## src/rtl/mdu_iter.sv

```systemverilog
// rtl/mdu_iter.sv - iterative signed/unsigned multiply/divide unit with HI/LO registers
module mdu_iter #(
    parameter int WIDTH = 32
) (
    input  logic             clk,
    input  logic             rst,
    input  logic             start_i,
    input  logic             op_i,
    input  logic             signed_i,
    input  logic [WIDTH-1:0] a_i,
    input  logic [WIDTH-1:0] b_i,
    input  logic             cancel_i,
    input  logic             hi_we_i,
    input  logic             lo_we_i,
    input  logic [WIDTH-1:0] wdata_i,
    output logic             busy_o,
    output logic             done_o,
    output logic             dz_o,
    output logic [WIDTH-1:0] hi_o,
    output logic [WIDTH-1:0] lo_o
);

    localparam int CW = $clog2(WIDTH);
    localparam logic [CW-1:0] CNT_LAST = CW'(WIDTH - 1);

    typedef enum logic [1:0] {S_IDLE, S_PREP, S_RUN, S_FIX} state_t;

    state_t             state, state_next;
    logic [CW-1:0]      cnt;
    logic               op_r, sgn_r, neg_res, neg_rem, dz_r;
    logic [WIDTH-1:0]   a_r, b_r, a_raw;
    logic [2*WIDTH-1:0] acc;
    logic               fix_commit;

    logic [WIDTH-1:0]   a_abs, b_abs;
    logic [WIDTH:0]     mul_sum, div_trial, div_diff;
    logic [2*WIDTH-1:0] mul_next, div_next, prod_neg;
    logic [WIDTH-1:0]   fix_hi, fix_lo;

    always_ff @(posedge clk) begin
        if (!rst) state <= S_IDLE;
        else      state <= state_next;
    end

    always_comb begin
        state_next = state;
        case (state)
            S_IDLE: if (start_i && !cancel_i) state_next = S_PREP;
            S_PREP: state_next = S_RUN;
            S_RUN:  if (cnt == CNT_LAST) state_next = S_FIX;
            S_FIX:  state_next = S_IDLE;
            default: state_next = S_IDLE;
        endcase
        // A flush aborts whatever is in flight, including the write-back cycle.
        if (cancel_i && state != S_IDLE) state_next = S_IDLE;
    end

    always_comb begin
        busy_o     = (state != S_IDLE);
        fix_commit = (state == S_FIX) && !cancel_i;
    end

    always_comb begin
        a_abs = (sgn_r && a_r[WIDTH-1]) ? -a_r : a_r;
        b_abs = (sgn_r && b_r[WIDTH-1]) ? -b_r : b_r;

        // Shift-add: the product grows into the upper half as the multiplier drains out the bottom.
        mul_sum  = {1'b0, acc[2*WIDTH-1:WIDTH]} + (acc[0] ? {1'b0, b_r} : '0);
        mul_next = {mul_sum, acc[WIDTH-1:1]};

        // Restoring divide: upper half is the partial remainder, lower half shifts dividend out and quotient in.
        div_trial = acc[2*WIDTH-1:WIDTH-1];
        div_diff  = div_trial - {1'b0, b_r};
        div_next  = div_diff[WIDTH] ? {div_trial[WIDTH-1:0], acc[WIDTH-2:0], 1'b0}
                                    : {div_diff[WIDTH-1:0],  acc[WIDTH-2:0], 1'b1};

        prod_neg = -acc;
        fix_hi   = '0;
        fix_lo   = '0;
        if (op_r && dz_r) begin
            fix_hi = a_raw;
            fix_lo = '1;
        end else if (op_r) begin
            fix_hi = neg_rem ? -acc[2*WIDTH-1:WIDTH] : acc[2*WIDTH-1:WIDTH];
            fix_lo = neg_res ? -acc[WIDTH-1:0]       : acc[WIDTH-1:0];
        end else begin
            fix_hi = neg_res ? prod_neg[2*WIDTH-1:WIDTH] : acc[2*WIDTH-1:WIDTH];
            fix_lo = neg_res ? prod_neg[WIDTH-1:0]       : acc[WIDTH-1:0];
        end
    end

    always_ff @(posedge clk) begin
        if (!rst) begin
            cnt     <= '0;
            op_r    <= 1'b0;
            sgn_r   <= 1'b0;
            neg_res <= 1'b0;
            neg_rem <= 1'b0;
            dz_r    <= 1'b0;
            a_r     <= '0;
            b_r     <= '0;
            a_raw   <= '0;
            acc     <= '0;
            done_o  <= 1'b0;
            dz_o    <= 1'b0;
            hi_o    <= '0;
            lo_o    <= '0;
        end else begin
            case (state)
                S_IDLE: begin
                    if (start_i && !cancel_i) begin
                        op_r  <= op_i;
                        sgn_r <= signed_i;
                        a_r   <= a_i;
                        b_r   <= b_i;
                        a_raw <= a_i;
                    end
                end
                S_PREP: begin
                    neg_res <= sgn_r && (a_r[WIDTH-1] ^ b_r[WIDTH-1]);
                    neg_rem <= sgn_r && a_r[WIDTH-1];
                    dz_r    <= (b_r == '0);
                    b_r     <= b_abs;
                    acc     <= {{WIDTH{1'b0}}, a_abs};
                    cnt     <= '0;
                end
                S_RUN: begin
                    acc <= op_r ? div_next : mul_next;
                    cnt <= cnt + 1'b1;
                end
                default: ;
            endcase

            done_o <= fix_commit;
            dz_o   <= fix_commit && op_r && dz_r;

            if (fix_commit) begin
                hi_o <= fix_hi;
                lo_o <= fix_lo;
            end else begin
                if (hi_we_i) hi_o <= wdata_i;
                if (lo_we_i) lo_o <= wdata_i;
            end
        end
    end

endmodule

```

## config.mk

```make
export PLATFORM = sky130hd
export DESIGN_NAME = mdu_iter
export DESIGN_NICKNAME = d
export VERILOG_FILES = /design/src/rtl/mdu_iter.sv
export SDC_FILE = /design/constraint.sdc
export NUM_CORES = 1
export LEC_CHECK = 0
export BUFFER_PORTS_ARGS = -buffer_cell sky130_fd_sc_hd__buf_4
export CORE_MARGIN = 5
export CORE_UTILIZATION = 35
export CTS_CLUSTER_DIAMETER = 50
export DETAILED_ROUTE_END_ITERATION = 10
export PLACE_DENSITY_LB_ADDON = 0.05
export SLEW_MARGIN = 20
export SYNTH_ARGS = -nofsm -noshare
export SYNTH_HDL_FRONTEND = slang
export SYNTH_SLANG_ARGS = --single-unit
```

## constraint.sdc

```tcl
create_clock -name clk -period 3.4 [get_ports clk]
set_clock_uncertainty 0.1 [all_clocks]
set_input_delay 0.68 -clock clk [delete_from_list [all_inputs] [get_ports clk]]
set_output_delay 0.68 -clock clk [all_outputs]
set_load 0.02 [all_outputs]
```

=== Word-level counts from Yosys, hierarchy flattened ===
Index checks and enable logic that the tools add are counted.

* Memories: 0
* Register bits after elaboration: 206
* Bits in latches: 0
* Bits in read-only memories: 0
* RAM bits: 0
* Word-level logic and storage cells: 76

* Order comparisons: 0
* Mux-type cells: 24
* Reductions and logical operators: 21
* Divide/modulo/power cells: 0
* Shift-type cells: 0
* Multiply operators: 0
* Equal/unequal tests: 7
* Bitwise logic cells: 2
* $add $sub $neg: 8

{| class="wikitable"
|+ Operator list
! kind !! number
|-
| 2-to-1 mux 32 bit || 16
|-
| 2-to-1 mux 64 bit || 2
|-
| negation 32 bit || 4
|-
| one-hot mux 64 bit (2 select lines) || 1
|-
| negation 64 bit || 1
|-
| one-hot mux 32 bit (2 select lines) || 1
|-
| adder 32 x 32 -> 33 bit || 1
|-
| subtractor 33 x 32 -> 33 bit || 1
|-
| logical NOT 32 bit || 1
|-
| one-hot mux 5 bit (2 select lines) || 1
|-
| nonzero test 2 bit || 5
|-
| logical AND 1 bit || 9
|-
| one-hot mux 2 bit (4 select lines) || 1
|-
| inequality test 2 bit (second input constant) || 3
|-
| adder 5 x 1 -> 5 bit (second input constant) || 1
|-
| equality test 5 bit (second input constant) || 1
|-
| equality test 2 bit (second input constant) || 2
|-
| 2-to-1 mux 2 bit || 2
|-
| AND reduction 2 bit || 2
|-
| AND reduction 3 bit || 1
|-
| equality test 2 x 1 -> 1 bit (second input constant) || 1
|-
| logical NOT 2 bit || 1
|-
| OR reduction 2 bit || 1
|-
| logical NOT 1 bit || 1
|-
| other kinds (2) || 2
|}

=== Logic depth before layout (Yosys ltp) ===
* Depth in word-level cells: 5
* Depth in mapped cells: 15
* Mapped depth without buffers: 14

=== Worst setup path after synthesis ===
No wires, ideal clock.

* Kind: register to register
* From: reg b_r[2]
* To: reg acc[0]
* Required time: 3.169 ns
* Period minus slack after synthesis: 3.370 ns
* Library setup time: 0.131 ns
* Cell stages (with the launch flop): 13
* Path buffers: 1
* Setup slack: 0.030 ns
* Arrival time: 3.140 ns
* Path through: dfxtp_1 -> inv_1 -> ha_1 -> nor2b_1 -> o31ai_1 -> a21oi_1 -> o2111a_1 -> o21a_1 -> nor3_1 -> nor2_1 -> clkbuf_1 -> a211oi_1 -> o32ai_1

* Cells in the longest elaborated chain, start to end: 4

{| class="wikitable"
|+ Ends and longest elaborated chain
! what !! RTL line !! source
|-
| from (decl) || 31 || <nowiki>logic [WIDTH-1:0] a_r, b_r, a_raw;</nowiki>
|-
| from (signal assigned) || 115 || <nowiki>b_r <= b_i;</nowiki>
|-
| from (signal assigned) || 123 || <nowiki>b_r <= b_abs;</nowiki>
|-
| subtractor 33 x 32 -> 33 bit || 73 || <nowiki>div_diff = div_trial - {1'b0, b_r};</nowiki>
|-
| 2-to-1 mux 64 bit || 74 || <nowiki>div_next = div_diff[WIDTH] ? {div_trial[WIDTH-1:0], acc[WIDTH-2:0], 1'b0}</nowiki>
|-
| 2-to-1 mux 64 bit || 128 || <nowiki>acc <= op_r ? div_next : mul_next;</nowiki>
|-
| one-hot mux 64 bit (2 select lines) || 109 || <nowiki>case (state)</nowiki>
|-
| to (signal assigned) || 124 || <nowiki>acc <= {{WIDTH{1'b0}}, a_abs};</nowiki>
|-
| to (signal assigned) || 128 ||
|-
| to (decl) || 32 || <nowiki>logic [2*WIDTH-1:0] acc;</nowiki>
|}

No other way between the ends.
A chain may end at the register's enable or synchronous reset.

=== Worst setup path in the final report ===
* From: reg acc[20]
* To: reg hi_o[25]

* Cells in the longest elaborated chain, start to end: 5

{| class="wikitable"
|+ Ends and longest elaborated chain
! what !! RTL line !! source
|-
| negation 64 bit || 77 || <nowiki>prod_neg = -acc;</nowiki>
|-
| 2-to-1 mux 32 bit || 87 || <nowiki>fix_hi = neg_res ? prod_neg[2*WIDTH-1:WIDTH] : acc[2*WIDTH-1:WIDTH];</nowiki>
|-
| 2-to-1 mux 32 bit || 83 || <nowiki>end else if (op_r) begin</nowiki>
|-
| 2-to-1 mux 32 bit || 80 || <nowiki>if (op_r && dz_r) begin</nowiki>
|-
| 2-to-1 mux 32 bit || 137 || <nowiki>if (fix_commit) begin</nowiki>
|-
| to (signal assigned) || 138 || <nowiki>hi_o <= fix_hi;</nowiki>
|-
| to (signal assigned) || 141 || <nowiki>if (hi_we_i) hi_o <= wdata_i;</nowiki>
|-
| to (decl) || 19 || <nowiki>output logic [WIDTH-1:0] hi_o,</nowiki>
|}

No other way between the ends.

==> flow_summary.json <==
{
  "drive_above_1_share_pct": 22.3,
  "powerDensity_nw_per_um2": 730,
  "worstSetupPathType": "reg2reg",
  "synthTopCellsByArea": "dfxtp_1 (26%), mux2i_1 (7.3%), a21oi_1 (6.5%)",
  "insertion_delay_ns": 0.56,
  "vias_per_cell": 5.72,
  "setup_ws_ns": 0.0343,
  "row_count": 77,
  "slew_headroom_pct": 36.9,
  "ant_nets": 0,
  "antennaDiodeCount": 0,
  "status": "finished clean",
  "gp_congestion": 0.945,
  "synth_cells": 2049,
  "cts_hold_buf": 0,
  "setup_violations": 0,
  "syn_avg_cell_area_sq_um": 7.60,
  "synth-edff-count": 0,
  "min_period_ns": 3.37,
  "design_area_sq_um": 20500,
  "routedWlPerCell_microns": 22.0,
  "postPlaceCellArea_sq_um": 18700,
  "drt-pass1-iter-count": 5,
  "startpoint_type": "flop",
  "rsz0062_at_grt": "true",
  "dpl.hpwl_microns": 49000,
  "ys_ff_latch": 206,
  "worstPathArrival_ns": 3.68,
  "critical-path-top-delay-family": "simple AND/OR/NAND/NOR gates",
  "drc": 0,
  "synth_top_area_share_pct": 26.5,
  "vias": 16900,
  "yosys_warnings": 0,
  "crit_slowest_cell": "or4_4",
  "grt_overflow": 0,
  "post-route-util_pct": 46.3,
  "numCtsBuffers": 39,
  "synth_nets": 2229,
  "slowest_delay_ns": 0.56,
  "drv_cap": 0,
  "required_ns": 3.72,
  "finalHoldViolations": 0,
  "grt_max_degree": 117,
  "drtIter0Drc": 1278,
  "ys_seq_area_share_pct": 26.5,
  "max_freq_ghz": 0.297,
  "crit_path_max_fanout": 4,
  "tritoncts": "yes",
  "grt_pass1_wl_microns": 99100,
  "finalSetupTns_ns": 0,
  "cts.sinks": 206,
  "grt_pass1_vias": 16300,
  "power.total_mw": 14.9,
  "power_frac_seq_pct": 21.2,
  "fp.dieH_microns": 221,
  "grt_antenna_before_repair": 1,
  "crit_chain": "or4_4 > nor4_4 > or4b_4 > or4_4 > nand2b_4 > a211o_1 > o21ai_2 > xnor2_2 > o221ai_1",
  "initial_core_util_pct": 35.3,
  "grt_usage_pct": 25.3,
  "ir_drop_uv": 417,
  "power.leakage_nw": 8.73,
  "hp-class": "in2reg",
  "totalWireLength_microns": 65300,
  "clock_power_share_pct": 28.9,
  "p_comb_share_pct": 50.0,
  "cts_root_buf": "clkbuf_16",
  "synthFlopType": "dfxtp_1",
  "drv_slew": 0,
  "cp_common_cell": "or4_4",
  "synth_largest_area_cell": "dfxtp_1",
  "crit_path_end_kind": "flop",
  "clock_path_buffers": 3,
  "dieWidth_microns": 221,
  "p_sw_mw": 6.44,
  "port_buffers": 170,
  "nets": 2523,
  "syn-cell-area_sq_um": 15600,
  "p_sw_share_pct": 43.1,
  "synth-async-reset-ratio_pct": 0,
  "fin_crit_sh_pct": 99.0,
  "htreeDepth": 2,
  "area_growth_pct": 31.3,
  "core_sq_um": 44100,
  "p_int_mw": 8.50,
  "yosysUniqueCellTypes": 80,
  "die_area_sq_um": 48800,
  "dp_slack_ns": -0.250,
  "path_buf_inv": 0,
  "cts.clk_slew.worst_paths_ns": 0.05,
  "worst_pin_slew_ns": 0.945,
  "ios": 171
}
metrics by stage:
step                instances  hold WS, ns
finish                   2965        0.264
global placement         2886        0.353
detailed placement       2886        0.365
global route             2965        0.250
floorplan                2049        0.345
CTS                      2961        0.241
synthesized netlist by cell type (all sizes together), types with 9 or more instances:
cell type and number:
o211ai 22, dfxtp 206, ha 74, o21a 13
xor2 69, o221ai 33, o41ai 11, nor2 186
nor2b 16, clkbuf 118, and3 13, xnor2 66
inv 73, nand2 218, a21boi 10, nand3 35
a211oi 33, a21oi 201, nor4 20, a21o 40
o21ai 128, and2 15, nor3 55, a221oi 32
a31oi 24, buf 14, nand4 11, o22ai 9
a22oi 16, nand2b 16, or3 17, mux2i 114
o31ai 29
power by group through the flow:
stage	registers [mW]	clock network, mW	logic (mW)
6_report	3.16	4.31	7.46
5_1_grt	3.21	4.49	8.09
4_1_cts	3.16	4.38	7.26
3_5_place_dp	3.20	0	7.16
3_3_place_gp	3.20	0	7.16
2_1_floorplan	3.22	0	4.30
worst reg2reg max path, delay by kind of cell (launching register included):
family	cells	cell delay, ns
xor+xnor	1	0.15
simple gates	5	2.00
compound gates	3	0.67
flops	1	0.32
routing by layer:
metal	part of all wire (%)	vias to the layer above	wire length, microns	track usage, %
met3	6.6	94	4340	4.93
met1	46	8181	30100	35.7
met2	45	541	29200	39.8
met5	0.020	-	13	0
met4	2.5	2	1640	6.54
li1	-	8130	-	-
flip-flops by register name, indices dropped and copies added (netlist names):
register and flops:
neg_rem 1, neg_res 1, state 2, done_o 1
dz_r 1, b_r 32, acc 64, sgn_r 1
op_r 1, hi_o 32, lo_o 32, dz_o 1
a_raw 32, cnt 5
repair_timing:
| item | in CTS | in global routing |
|---|---|---|
| setup endpoints to repair | 4 | 44 |
| gates resized for setup | 15 | 45 |
| cloned | 0 | 0 |
| buffers inserted | 4 | 4 |
| pin swaps | 5 | 13 |
layout by cell type (no fill, tap or decap), types with 8 or more instances in the layout:
master     instances
a211oi_1          30
a21boi_0           9
a21o_1            40
a21oi_1          198
a221oi_1          31
a22oi_1           16
a31oi_1           24
and2_1            13
and3_1            12
buf_4            379
bufinv_16          8
clkbuf_16         40
dfxtp_1          202
ha_1              66
inv_1             69
mux2i_1          114
nand2_1          217
nand2b_1          14
nand3_1           34
nand4_1           11
nor2_1           181
nor2b_1           15
nor3_1            53
nor4_1            17
o211ai_1          22
o21a_1            13
o21ai_0          120
o221ai_1          33
o22ai_1            9
o31ai_1           26
o41ai_1            9
or3_1             17
xnor2_1           64
xor2_1            68
logic make-up (layout without fill, tap and decap cells):
family	after synthesis	in the layout	share of synthesized area, %
AO/OA/AOI/OAI	671	671	28.1
AND/OR/NAND/NOR	637	637	19.0
flip-flops	206	206	26.5
buffers and inverters	206	530	5.03
XOR/XNOR	135	135	7.59
multiplexers	118	118	7.62
adder cells (fa/ha/maj)	76	76	6.20
path summary, 6_finish.rpt:
| path | depth (start not counted) | slack, ns | from | to |
|---|---|---|---|---|
| max | 9 | 0.03 | acc[20]$_SDFFE_PN0P_ | hi_o[25]$_SDFFE_PN0P_ |
| min reg2reg | 2 | 0.37 | cnt[4]$_SDFFE_PN0P_ | cnt[4]$_SDFFE_PN0P_ |
| max reg2reg | 9 | 0.03 | acc[20]$_SDFFE_PN0P_ | hi_o[25]$_SDFFE_PN0P_ |
| min | 3 | 0.26 | a_i[12] | a_raw[12]$_SDFFE_PN0P_ |
area by class of cell:
class,instances,area (sq um)
fillers,4606,23700
flip-flops and latches,206,4130
clock inverters,24,370
inverters,74,280
well taps,592,741
clock buffers,47,1060
repair buffers,385,2950
multi-input cells,1637,10900
Power figures use the tool's default switching activity.
